<file path="config.mk">
export PLATFORM = sky130hd
export DESIGN_NAME = shift_arbiter_flat
export DESIGN_NICKNAME = d
export VERILOG_FILES = /design/src/rtl/shift_arbiter_if.sv /design/src/rtl/shift_arbiter.sv /design/src/flat_wrapper.sv
export SDC_FILE = /design/constraint.sdc
export NUM_CORES = 1
export LEC_CHECK = 0
export ABC_CLOCK_PERIOD_IN_PS = 4300
export CELL_PAD_IN_SITES_DETAIL_PLACEMENT = 1
export CELL_PAD_IN_SITES_GLOBAL_PLACEMENT = 2
export CORE_MARGIN = 4
export CORE_UTILIZATION = 22
export CTS_CLUSTER_DIAMETER = 120
export DETAILED_ROUTE_END_ITERATION = 16
export GPL_TIMING_DRIVEN = 0
export PLACE_DENSITY_LB_ADDON = 0.12
export SLEW_MARGIN = 20
export SYNTH_ARGS = -nofsm -noshare
export SYNTH_HDL_FRONTEND = slang
export SYNTH_SLANG_ARGS = --single-unit
</file>
<file path="constraint.sdc">
create_clock -name clk -period 4.3 [get_ports clk]
set_input_delay 1.075 -clock clk [delete_from_list [all_inputs] [get_ports clk]]
set_output_delay 1.075 -clock clk [all_outputs]
set_load 0.02 [all_outputs]
</file>
<file path="src/rtl/shift_arbiter_if.sv">
// Request/response bundle for shift_arbiter: two valid/ready request ports and
// one backpressured, ID-tagged response channel.
interface shift_arbiter_if #(
   parameter int W = 32
);
   logic [1:0]   req_valid;
   logic [1:0]   req_ready;
   logic [W-1:0] req_data0;
   logic [W-1:0] req_data1;
   logic [1:0]   req_rl;
   logic [1:0]   req_arith;
   logic [4:0]   req_amt0;
   logic [4:0]   req_amt1;
   logic         rsp_valid;
   logic         rsp_ready;
   logic [W-1:0] rsp_data;
   logic         rsp_id;

   modport master (
      output req_valid, req_data0, req_data1, req_rl, req_arith, req_amt0, req_amt1,
      output rsp_ready,
      input  req_ready, rsp_valid, rsp_data, rsp_id
   );

   modport slave (
      input  req_valid, req_data0, req_data1, req_rl, req_arith, req_amt0, req_amt1,
      input  rsp_ready,
      output req_ready, rsp_valid, rsp_data, rsp_id
   );
endinterface

</file>
<file path="src/rtl/shift_arbiter.sv">
// Two-port arbiter plus OP/RSP pipeline sharing one external barrel shifter.
// Define SHARB_RR_EN for round-robin arbitration; otherwise port 0 has fixed priority.
module shift_arbiter #(
   parameter int W = 32
) (
   input  logic         clk,
   input  logic         rst,
   shift_arbiter_if.slave bus,
   output logic [W-1:0] sh_data_in,
   output logic         sh_rightleft,
   output logic         sh_arith,
   output logic [4:0]   sh_amount,
   input  logic [W-1:0] sh_data_out
);

   logic         op_valid;
   logic         op_id;
   logic         rsp_valid_q;
   logic         rsp_id_q;
   logic [W-1:0] rsp_data_q;
   logic         adv;
   logic         take;
   logic         accept;
   logic         sel;
   logic [1:0]   grant;
`ifdef SHARB_RR_EN
   logic         last;
`endif

   assign adv  = ~rsp_valid_q | bus.rsp_ready;
   assign take = ~op_valid | adv;

   // A lone requester is granted directly; only contention consults priority.
   always_comb begin
      grant = bus.req_valid;
      if (bus.req_valid == 2'b11) begin
`ifdef SHARB_RR_EN
         grant = last ? 2'b01 : 2'b10;
`else
         grant = 2'b01;
`endif
      end
   end

   assign bus.req_ready = (take & ~rst) ? grant : 2'b00;
   assign accept        = |bus.req_ready;
   assign sel           = bus.req_ready[1];

   assign bus.rsp_valid = rsp_valid_q;
   assign bus.rsp_id    = rsp_id_q;
   assign bus.rsp_data  = rsp_data_q;

   always_ff @(posedge clk) begin
      if (rst) begin
         op_valid     <= 1'b0;
         op_id        <= 1'b0;
         sh_data_in   <= '0;
         sh_rightleft <= 1'b0;
         sh_arith     <= 1'b0;
         sh_amount    <= '0;
         rsp_valid_q  <= 1'b0;
         rsp_id_q     <= 1'b0;
         rsp_data_q   <= '0;
`ifdef SHARB_RR_EN
         last         <= 1'b1;
`endif
      end else begin
         if (take) begin
            op_valid <= accept;
            if (accept) begin
               op_id        <= sel;
               sh_data_in   <= sel ? bus.req_data1 : bus.req_data0;
               sh_rightleft <= bus.req_rl[sel];
               sh_arith     <= bus.req_arith[sel] & ~bus.req_rl[sel];
               sh_amount    <= sel ? bus.req_amt1 : bus.req_amt0;
`ifdef SHARB_RR_EN
               last         <= sel;
`endif
            end
         end
         if (adv) begin
            rsp_valid_q <= op_valid;
            rsp_id_q    <= op_id;
            rsp_data_q  <= sh_data_out;
         end
      end
   end

endmodule

</file>
<file path="src/flat_wrapper.sv">
// flat-port wrapper written by rule: the top's interface ports become plain ports
module shift_arbiter_flat 
#(
   parameter int W = 32
)
  (clk, rst, sh_data_in, sh_rightleft, sh_arith, sh_amount, sh_data_out, bus_req_valid, bus_req_data0, bus_req_data1, bus_req_rl, bus_req_arith, bus_req_amt0, bus_req_amt1, bus_rsp_ready, bus_req_ready, bus_rsp_valid, bus_rsp_data, bus_rsp_id);
  shift_arbiter_if #(.W(W)) bus_i ();
  input  logic clk;
  input  logic rst;
  output logic [W-1:0] sh_data_in;
  output logic sh_rightleft;
  output logic sh_arith;
  output logic [4:0] sh_amount;
  input  logic [W-1:0] sh_data_out;
  input wire logic [$bits(bus_i.req_valid)-1:0] bus_req_valid;
  input wire logic [$bits(bus_i.req_data0)-1:0] bus_req_data0;
  input wire logic [$bits(bus_i.req_data1)-1:0] bus_req_data1;
  input wire logic [$bits(bus_i.req_rl)-1:0] bus_req_rl;
  input wire logic [$bits(bus_i.req_arith)-1:0] bus_req_arith;
  input wire logic [$bits(bus_i.req_amt0)-1:0] bus_req_amt0;
  input wire logic [$bits(bus_i.req_amt1)-1:0] bus_req_amt1;
  input wire logic [$bits(bus_i.rsp_ready)-1:0] bus_rsp_ready;
  output wire logic [$bits(bus_i.req_ready)-1:0] bus_req_ready;
  output wire logic [$bits(bus_i.rsp_valid)-1:0] bus_rsp_valid;
  output wire logic [$bits(bus_i.rsp_data)-1:0] bus_rsp_data;
  output wire logic [$bits(bus_i.rsp_id)-1:0] bus_rsp_id;
  assign bus_i.req_valid = bus_req_valid;
  assign bus_i.req_data0 = bus_req_data0;
  assign bus_i.req_data1 = bus_req_data1;
  assign bus_i.req_rl = bus_req_rl;
  assign bus_i.req_arith = bus_req_arith;
  assign bus_i.req_amt0 = bus_req_amt0;
  assign bus_i.req_amt1 = bus_req_amt1;
  assign bus_i.rsp_ready = bus_rsp_ready;
  assign bus_req_ready = bus_i.req_ready;
  assign bus_rsp_valid = bus_i.rsp_valid;
  assign bus_rsp_data = bus_i.rsp_data;
  assign bus_rsp_id = bus_i.rsp_id;
  shift_arbiter #(.W(W)) u_core (.clk(clk), .rst(rst), .bus(bus_i), .sh_data_in(sh_data_in), .sh_rightleft(sh_rightleft), .sh_arith(sh_arith), .sh_amount(sh_amount), .sh_data_out(sh_data_out));
endmodule
</file>
==> flow_summary_export.csv <==
group,metric,value,unit
grt,grt_pass1_vias,4072,
setup_path,cp-endpoint,"bus_req_ready[1]",
job,cap_violations,0,
logic_synthesis,syn_avg_cell_area,8.427,µm²
grt,grt_use_total,15.73,%
pwr,p_leak,2.074,nW
logic_synthesis,synth-seq-area-share,45.33,%
cells_and_area,nets,708,
setup_path,r2r_end,"u_core.sh_data_in[29]$_SDFFE_PP0P_",
cells_and_area,areaGrowthSynthToFinish,73.40,%
logic_synthesis,ys_warn_count,0,
clocking,cts.clk_slew.worst_paths,0.05,ns
placement,dp_hpwl,10180,µm
logic_synthesis,async_flop_share,0,%
logic_synthesis,synth_area,3312,µm²
timing,layout_min_cycle_time,4.005,ns
clocking,clkSinkCount,75,
setup_path,path_max_fanout,10,
cells_and_area,fin_util,39.22,%
grt,antenna_found_initial,0,
clocking,worst_skew_pair.late_latency,0.33,ns
placement,routabilityCongestion,0.7462,
placement,dp_cells,766,
logic_synthesis,synth-edff-count,0,
timing,min_period_over_period,93.15,%
setup_path,cp-end-kind,"output pin",
detailed_routing,routed_wl,13580,µm
setup_path,reg2reg_from,"u_core.bus.rsp_valid$_SDFFE_PP0P_",
clocking,clock-root-buffer,"clkbuf_16",
grt,grt_pass1_wl,21090,µm
timing,finalSetupViolations,0,
logic_synthesis,synthesis.nets,508,
cells_and_area,multi_input_area,1583,µm²
grt,grt_start_max_net_pins,12,
logic_synthesis,ys.flop_type,"dfxtp_1",
cells_and_area,seq_area,1501,µm²
die,ioPinCount,190,
cells_and_area,final_common_cell,"clkdlybuf4s50_1",
clocking,post_cts_buffers,0,
cells_and_area,stdcell_count,782,
pwr,power_density,340.8,nW/µm²
cells_and_area,drive_above_1_share,4.849,%
logic_synthesis,ys_seq_elements,75,
worst_hold_path,hp-class,"reg2reg",
grt,grt_overflow_total,0,
detailed_routing,vias,3665,
die,rows,44,
timing,skew,0.002840,ns
cells_and_area,antenna_cells,0,
detailed_routing,dr.pass1.iters,4,
setup_path,reg2reg_depth,6,
setup_path,critPathKind,"in2out",
die,start_util,22.62,%
setup_path,worstPathRequired,3.22,ns
pwr,max-vdd-ir-drop,175.7,µV
run_status,outcome,"completed",
detailed_routing,via_per_inst,4.687,
logic_synthesis,ys_types,21,
setup_path,cp-start-kind,"primary input",
die,fp.dieArea,17080,µm²
worst_hold_path,holdPathStages,2,
cells_and_area,fillers,1690,
detailed_routing,wl_per_cell,17.37,µm
timing,max_slew_margin,59.55,%
setup_path,critical_path.startpoint,"rst",
timing,rsz0062_at_grt,"no",
clocking,cts.hold.buffers_added,0,
detailed_routing,ant_nets,0,
die,core-area,14640,µm²
logic_synthesis,syn_inst,393,
clocking,cts_tree,"built",
detailed_routing,drtIter0Drc,89,
clocking,h-tree-depth,3,
setup_path,cp.arrival,2.93,ns
timing,worst_slew_pin_slew,0.6068,ns
detailed_routing,drc_errors,0,
clocking,cts_buffers,9,
die,fp.dieW,130.7,µm
die,dieHeight,130.7,µm
clocking,clock_path_buffers,2,
timing,hold_violations,0,
setup_path,rrSetupSlack,2.43,ns
placement,portBuffers,189,
timing,drv_slew,0,
cells_and_area,final_cell_mix,"clkdlybuf4s50_1, dfxtp_1, nand2_1",
timing,fmax,249.7,MHz
[logic make-up after synthesis]
logic type / Yosys count / share of synthesized area [%]
AOI/OAI and AO/OA: 113 / 21.50
DFF: 75 / 45.33
and+or+nand+nor: 157 / 26.29
buffers and inverters: 48 / 6.875
[stage by stage]
stage	hold WS [ns]	setup WS, ns	power (W)	TNS [ns]	instance area, µm²
after floorplan	0.4368	1.131	0.0009443	0	3312
after global placement	0.4382	-0.004470	0.001184	-0.004470	5434
after detailed placement	0.4460	0.009668	0.001188	0	5434
after CTS	0.4554	0.04232	0.001991	0	5741
after global routing	0.4763	0.1675	0.002049	0	5743
final	0.4541	0.2948	0.001957	0	5743
[worst min path at each step]
stage / start / endpoint
6_report: u_core.bus.rsp_data[28]$_SDFFE_PP0P_ / u_core.bus.rsp_data[28]$_SDFFE_PP0P_
4_1_cts: u_core.bus.rsp_data[29]$_SDFFE_PP0P_ / u_core.bus.rsp_data[29]$_SDFFE_PP0P_
5_1_grt: u_core.bus.rsp_data[8]$_SDFFE_PP0P_ / u_core.bus.rsp_data[8]$_SDFFE_PP0P_
2_1_floorplan: u_core.op_id$_SDFFE_PP0P_ / u_core.bus.rsp_id$_SDFFE_PP0P_
3_3_place_gp: u_core.bus.rsp_data[28]$_SDFFE_PP0P_ / u_core.bus.rsp_data[28]$_SDFFE_PP0P_
3_5_place_dp: u_core.bus.rsp_data[26]$_SDFFE_PP0P_ / u_core.bus.rsp_data[26]$_SDFFE_PP0P_
[power breakdown]
group          leakage, nW  internal, W  switching, W
Clock                0.150     0.000498      0.000291
Sequential           0.621     0.000744     0.0000245
Combinational         1.30     0.000218      0.000182
Total                 2.07      0.00146      0.000497
[per-layer routing]
| layer | vias up | track usage [%] | routed length [µm] |
|---|---|---|---|
| met1 | 1685 | 19.09 | 6002 |
| met3 | 21 | 5.163 | 1032 |
| li1 | 1827 | - | - |
| met5 | - | 0 | 0 |
| met4 | 0 | 6.413 | 314 |
| met2 | 132 | 25.70 | 6231 |
[registers in the layout, indices dropped and copies added, names as in the netlist]
register	cells
u_core.sh_amount	5
u_core.sh_data_in	32
u_core.sh_rightleft	1
u_core.bus.rsp_data	32
u_core.op_id	1
u_core.bus.rsp_id	1
u_core.op_valid	1
u_core.sh_arith	1
u_core.bus.rsp_valid	1
[layout make-up]
class                   count  share of cell area (%)
flip-flops and latches     75                   26.14
clock buffers              15                   4.837
multi-input cells         270                   27.56
plain buffers              47                   3.900
inverters                   1                 0.06536
clock inverters             1                  0.5229
repair buffers            189                   32.96
well taps                 184                   4.009
[synth_stat cells, types with 2 or more instances]
master    instances  area [µm²]
nor2b_1           2       12.51
a21oi_1          34       170.2
dfxtp_1          75        1501
buf_2             6       30.03
clkbuf_1         33       123.9
nor2_1            4       15.01
nor3_1           39       195.2
nand2b_1          3       18.77
buf_4             2       15.01
or3b_1           38       332.8
clkbuf_2          2       10.01
buf_6             4       45.04
a311oi_1         39       341.6
o21ai_0          40       200.2
nand2_1          66       247.7
[critical path, stage by stage]
cell and delay, ns:
clkdlybuf4s50_1 0.47, or3b_1 0.39, clkbuf_1 0.15, nand2b_1 0.15, buf_2 0.17, buf_6 0.16
inv_1 0.05, dlygate4sd2_1 0.32
[timing repair]
item	CTS	global route
pin swaps	0	0
cloned	0	0
resized for setup	1	1
setup endpoints to repair	1	1
(Power assumes the default switching activity.)
